$ cat src/rtl/wt_cache_pkg.sv
// rtl/wt_cache_pkg.sv - shared write-through cache types and constants
package wt_cache_pkg;

    localparam int unsigned INVAL_LINE_OFFSET = 4;

    typedef struct packed {
        logic [63:0] addr;
    } inval_req_t;

endpackage

$ cat src/rtl/fifo_v3.sv
// rtl/fifo_v3.sv - synchronous FIFO with occupancy count and optional fall-through
module fifo_v3 #(
    parameter bit          FALL_THROUGH = 1'b0,
    parameter int unsigned DATA_WIDTH   = 32,
    parameter int unsigned DEPTH        = 8,
    parameter int unsigned ADDR_DEPTH   = (DEPTH > 1) ? $clog2(DEPTH) : 1
) (
    input  logic                  clk_i,
    input  logic                  rst_ni,
    input  logic                  flush_i,
    input  logic                  push_i,
    input  logic [DATA_WIDTH-1:0] data_i,
    input  logic                  pop_i,
    output logic [DATA_WIDTH-1:0] data_o,
    output logic [ADDR_DEPTH:0]   usage_o
);

    localparam logic [ADDR_DEPTH:0]   FULL_CNT = (ADDR_DEPTH + 1)'(DEPTH);
    localparam logic [ADDR_DEPTH-1:0] PTR_ONE  = ADDR_DEPTH'(1);

    logic [DATA_WIDTH-1:0] mem_q [DEPTH];
    logic [ADDR_DEPTH-1:0] rd_ptr_q;
    logic [ADDR_DEPTH-1:0] wr_ptr_q;
    logic [ADDR_DEPTH:0]   cnt_q;
    logic                  bypass;
    logic                  do_push;
    logic                  do_pop;

    // Fall-through on an empty FIFO hands data straight across without storing it.
    always_comb begin
        bypass  = FALL_THROUGH && (cnt_q == '0) && push_i && pop_i;
        do_push = push_i && (cnt_q != FULL_CNT) && !bypass;
        do_pop  = pop_i && (cnt_q != '0);
    end

    assign data_o  = (FALL_THROUGH && (cnt_q == '0)) ? data_i : mem_q[rd_ptr_q];
    assign usage_o = cnt_q;

    always_ff @(posedge clk_i or negedge rst_ni) begin
        if (!rst_ni) begin
            rd_ptr_q <= '0;
            wr_ptr_q <= '0;
            cnt_q    <= '0;
            for (int i = 0; i < int'(DEPTH); i++) begin
                mem_q[i] <= '0;
            end
        end else if (flush_i) begin
            rd_ptr_q <= '0;
            wr_ptr_q <= '0;
            cnt_q    <= '0;
        end else begin
            if (do_push) begin
                mem_q[wr_ptr_q] <= data_i;
                wr_ptr_q        <= wr_ptr_q + PTR_ONE;
            end
            if (do_pop) begin
                rd_ptr_q <= rd_ptr_q + PTR_ONE;
            end
            cnt_q <= cnt_q + {{ADDR_DEPTH{1'b0}}, do_push} - {{ADDR_DEPTH{1'b0}}, do_pop};
        end
    end

endmodule

$ cat src/rtl/wt_inval_queue.sv
// rtl/wt_inval_queue.sv - line-aligning invalidation queue; WT_INVAL_MERGE_EN enables duplicate suppression
module wt_inval_queue
    import wt_cache_pkg::*;
#(
    parameter int unsigned DEPTH       = 4,
    parameter int unsigned LINE_OFFSET = INVAL_LINE_OFFSET,
    parameter int unsigned ADDR_W      = 64
) (
    input  logic              clk_i,
    input  logic              rst_i,
    input  logic [ADDR_W-1:0] inval_addr_i,
    input  logic              inval_valid_i,
    output logic              inval_ready_o,
    output logic [ADDR_W-1:0] inval_addr_o,
    output logic              inval_valid_o,
    input  logic              inval_ready_i,
    input  logic              flush_i,
    output logic              empty_o,
    output logic [15:0]       merge_cnt_o
);

    localparam int unsigned       CNT_W     = $clog2(DEPTH) + 1;
    localparam logic [CNT_W-1:0]  FULL_CNT  = CNT_W'(DEPTH);
    localparam logic [ADDR_W-1:0] LINE_MASK = {ADDR_W{1'b1}} << LINE_OFFSET;

    logic [CNT_W-1:0]  usage;
    logic [ADDR_W-1:0] aligned;
    logic              out_of_reset_q;
    logic              full;
    logic              empty;
    logic              push_acc;
    logic              pop;
    logic              merge;
    logic              store;

    // Holds ready low until the first edge after reset release.
    always_ff @(posedge clk_i or posedge rst_i) begin
        if (rst_i) begin
            out_of_reset_q <= 1'b0;
        end else begin
            out_of_reset_q <= 1'b1;
        end
    end

    assign aligned       = inval_addr_i & LINE_MASK;
    assign full          = (usage == FULL_CNT);
    assign empty         = (usage == '0);
    assign empty_o       = empty;
    assign inval_ready_o = out_of_reset_q && !full && !flush_i;
    assign inval_valid_o = !empty && !flush_i;
    assign push_acc      = inval_valid_i && inval_ready_o;
    assign pop           = inval_valid_o && inval_ready_i;
    assign store         = push_acc && !merge;

`ifdef WT_INVAL_MERGE_EN
    localparam logic [CNT_W-1:0] ONE_CNT = CNT_W'(1);

    inval_req_t  last_q;
    logic [15:0] merge_q;

    // The tail is the last stored line; it is gone if the sole entry pops now.
    assign merge = push_acc && !empty && (aligned == last_q.addr[ADDR_W-1:0])
                   && !(pop && (usage == ONE_CNT));

    always_ff @(posedge clk_i or posedge rst_i) begin
        if (rst_i) begin
            last_q  <= '0;
            merge_q <= '0;
        end else begin
            if (store) begin
                last_q.addr <= 64'(aligned);
            end
            if (merge && (merge_q != 16'hFFFF)) begin
                merge_q <= merge_q + 16'd1;
            end
        end
    end

    assign merge_cnt_o = merge_q;
`else
    assign merge       = 1'b0;
    assign merge_cnt_o = '0;
`endif

    fifo_v3 #(
        .FALL_THROUGH (1'b0),
        .DATA_WIDTH   (ADDR_W),
        .DEPTH        (DEPTH)
    ) i_fifo (
        .clk_i   (clk_i),
        .rst_ni  (!rst_i),
        .flush_i (flush_i),
        .push_i  (store),
        .data_i  (aligned),
        .pop_i   (pop),
        .data_o  (inval_addr_o),
        .usage_o (usage)
    );

endmodule

$ cat config.mk
export PLATFORM = sky130hd
export DESIGN_NAME = wt_inval_queue
export DESIGN_NICKNAME = d
export VERILOG_FILES = /design/src/rtl/wt_cache_pkg.sv /design/src/rtl/fifo_v3.sv /design/src/rtl/wt_inval_queue.sv
export SDC_FILE = /design/constraint.sdc
export NUM_CORES = 1
export LEC_CHECK = 0
export CAP_MARGIN = 20
export CORE_MARGIN = 2
export CORE_UTILIZATION = 35
export DETAILED_ROUTE_END_ITERATION = 10
export SLEW_MARGIN = 20
export SYNTH_ARGS = -nofsm -noshare
export SYNTH_HDL_FRONTEND = slang
export SYNTH_SLANG_ARGS = --single-unit
$ cat constraint.sdc
create_clock -name clk_i -period 9.6 [get_ports clk_i]
set_clock_uncertainty 0.2 [all_clocks]
set_input_delay 1.92 -clock clk_i [delete_from_list [all_inputs] [get_ports clk_i]]
set_output_delay 1.92 -clock clk_i [all_outputs]
set_load 0.01 [all_outputs]
==> qor.csv <==
stage,metric,value,unit
floorplan,number of I/O pins,152,
pwr,VDD IR max,0.127,mV
synthesis,Synth top cells by count,"dfrtp_1, mux2_2, mux4_2",
setup_path,critical path arrival,3.73,ns
floorplan,Rows,65,
global_routing,vias in the first global route,6378,
pwr,clock share of power,27.4,%
detailed_routing,Via-to-Cell Ratio,4.93,
placed_design,"worst slack, placed",3.74,ns
sta,Final setup viols,0,
clock_tree,Post-CTS Setup Bufs,0,
detailed_routing,remaining antenna violation count,0,
cells_and_area,# diodes,0,
global_routing,pin count of the biggest net entering global routing,106,
detailed_routing,routed length per instance,19.1,µm
sta,Fin Hold WS,0.287,ns
floorplan,Die W,183,µm
clock_tree,Post-CTS Hold Fix Bufs,0,
sta,final setup TNS,0,ns
pwr,leakage dissipation,5.92,nW
clock_tree,H-tree depth,1,
setup_path,Crit path required time,7.48,ns
synthesis,top-area cell type share of the netlist area,55.5,%
synthesis,Syn Inst Count,650,
cells_and_area,Synth-to-Final Area Change,21.4,%
pwr,Seq pwr share,39.5,%
synthesis,Post-synth ARST share,100,%
floorplan,Die ar.,33400,µm²
clock_tree,clock buffers created by TritonCTS,29,
detailed_routing,DR vias,5921,
clock_tree,CTS resizes,0,
sta,Max Slew Vio Count,0,
synthesis,synth warn,0,
sta,RSZ-0062 raised after global routing,no,
global_routing,Global Route Usage Sum,14.0,%
floorplan,starting density of the core,35.5,%
job,total of max-cap violations,0,
setup_path,crit end category,output port,
sta,"Period Utilization, post-route",60.9,%
setup_path,Worst Path Max Fanout,15,
pwr,cell-internal power,2.88,mW
clock_tree,clock transition at the registers of the reported paths,0.06,ns
synthesis,main area contributors after synthesis,"dfrtp_1, mux2_2, mux4_2, mux2_4, buf_6",
global_routing,first-pass GRT wire length,36.8,mm
placed_design,dpl cells,1148,
clock_tree,clock root buffer master,clkbuf_16,
floorplan,die height,183,µm
placed_design,Buffers on Ports,127,
floorplan,core area,31500,µm²
setup_path,worst-path cell chain,clkdlybuf4s50_1 > nor3b_1 > clkdlybuf4s50_1,
sta,Final Hold Viols,0,
global_routing,GRT overflow,0,
setup_path,Most common cell on crit path,clkdlybuf4s50_1,
global_routing,antenna violations before repair,1,
placed_design,final RePlAce weighted congestion,0.680,
cells_and_area,layout cell share with drive strength beyond 1,45.3,%
detailed_routing,Detailed Route Iter0 Violations,272,
synthesis,Post-Syn Area,11200,µm²
clock_tree,clk sinks,248,
cells_and_area,Layout Cells excl Fill,1201,
synthesis,Post-synth EDFFs,0,
synthesis,syn avg cell area,17.2,µm²
sta,fmax,171,MHz
synthesis,Cell variety after synth,30,
sta,Final min period,5.85,ns
clock_tree,Clock Path Buffers,3,
cells_and_area,nets,853,
pwr,Net Sw Power,1.07,mW
setup_path,Crit-path slowest cell,clkdlybuf4s50_1,
sta,Slew HR,31.7,%
setup_path,"Worst Path Class, Setup",input port to output port,
setup_path,critical path's top delay family,buffers and inverters,
cells_and_area,fill cell count,2794,
pwr,sw frac,27.0,%
synthesis,sequential element share of the synthesized area,55.5,%
detailed_routing,DRC viols,0,
pwr,Power Dens Cells,291,nW/µm²
detailed_routing,DRT Pass-1 Iters,6,
synthesis,most frequent cell after synthesis,dfrtp_1,
clock_tree,Skew-Pair Late Insertion Delay,0.54,ns
status,status,"complete, no violations",
setup_path,CP startpoint kind,input port,
min_path,Worst Hold Class,flip-flop to flip-flop,
setup_path,Crit path buffers/inverters,2,
sta,Worst Max-Slew Pin Slew,1.02,ns
clock_tree,CTS tree,done,
synthesis,"FF+latch count, synth",248,
synthesis,"Primary FF master, synth",dfrtp_1,
sta,worst setup margin,3.75,ns
detailed_routing,Routed WL,22.9,mm
placed_design,post-DP HPWL,12.8,mm
pwr,Logic pwr share,33.1,%
synthesis,largest area contributor in the netlist,dfrtp_1,
setup_path,Max stage delay on crit path,0.79,ns
-- cells by family (layout without fill, tap and decap cells) --
logic type / count (synthesis) / after routing / synth area share (%)
DFF: 248 / 248 / 55.5
and+or+nand+nor: 20 / 20 / 1.47
other: 2 / 21 / 0.0671
muxes: 302 / 302 / 37.1
adders and majority gates: 7 / 7 / 0.850
xor gates and xnor gates: 4 / 4 / 0.313
buffers and inverters: 65 / 195 / 4.57
AOI/OAI and AO/OA: 2 / 2 / 0.145
-- routing by layer --
layer	track usage, %	share of wire [%]	vias up
met3	3.42	5.2	29
met1	19.6	46	3146
met2	22.4	47	114
li1	-	-	2630
met4	2.82	1.6	2
met5	0	0.057	-
-- cells in the final DEF (no fill, tap or decap), types with 2 or more instances in the layout --
cell type	instances
nor4b_4	2
mux2_2	220
ha_1	6
clkbuf_1	8
nor2_4	2
clkbuf_8	8
mux2_4	20
conb_1	21
dfrtp_1	246
clkinv_2	4
nand4b_1	2
xor2_1	3
clkbuf_16	29
buf_4	9
dfrtp_4	2
clkinv_4	2
inv_1	5
clkdlybuf4s50_1	127
mux4_2	60
nor2_1	7
-- path summary, 6_finish.rpt --
check | startpoint | slack, ns | depth (start not counted) | to
worst max register to register | i_fifo.usage_o[1] | 7.09 | 4 | i_fifo.mem_q[74]
worst max-delay path | flush_i | 3.75 | 3 | inval_ready_o
max in group asynchronous | rst_i | 6.02 | 3 | i_fifo.mem_q[191]
worst min-delay path | i_fifo.mem_q[117] | 0.29 | 1 | i_fifo.mem_q[117]
worst min register to register | i_fifo.mem_q[117] | 0.29 | 1 | i_fifo.mem_q[117]
min in group asynchronous | rst_i | 1.71 | 2 | i_fifo.mem_q[230]
-- metrics by stage --
| step | util, % | area, µm² | power (mW) |
|---|---|---|---|
| final | 43.1 | 13600 | 3.95 |
| after global routing | 43.1 | 13600 | 4.18 |
| after CTS | 43.1 | 13600 | 4.02 |
| after detailed placement | 40.1 | 12600 | 2.91 |
| after global placement | 40.1 | 12600 | 2.89 |
| after floorplan | - | 11300 | 2.33 |
-- worst register-to-register path, delay by kind of cell, from the launching register on --
family | cells | cell delay (ns)
simple gates | 2 | 0.41
flops | 1 | 0.51
mux | 1 | 0.48
buf+inv | 1 | 0.80
-- registers in the layout (all words and copies together) (netlist names) --
signal / count
i_fifo.wr_ptr_q: 2
i_fifo.usage_o: 3
out_of_reset_q: 1
i_fifo.mem_q: 240
i_fifo.rd_ptr_q: 2
-- power groups by stage --
stage	registers [mW]	logic, mW	clock network (mW)
after floorplan	1.49	0.832	0
after global placement	1.57	1.31	0
after detailed placement	1.58	1.33	0
after CTS	1.56	1.33	1.12
after global routing	1.61	1.40	1.17
final	1.56	1.31	1.08
-- layout make-up --
class	count	area, µm²	share of cell area [%]
timing repair buffer	136	1340	9.86
clock inverter	8	76.3	0.562
clock buffer	45	866	6.38
sequential	248	6210	45.8
inverter	6	30.0	0.221
tap	402	503	3.70
multi-input combinational	356	4550	33.5
Note: power is estimated with default switching activity, not from simulation.
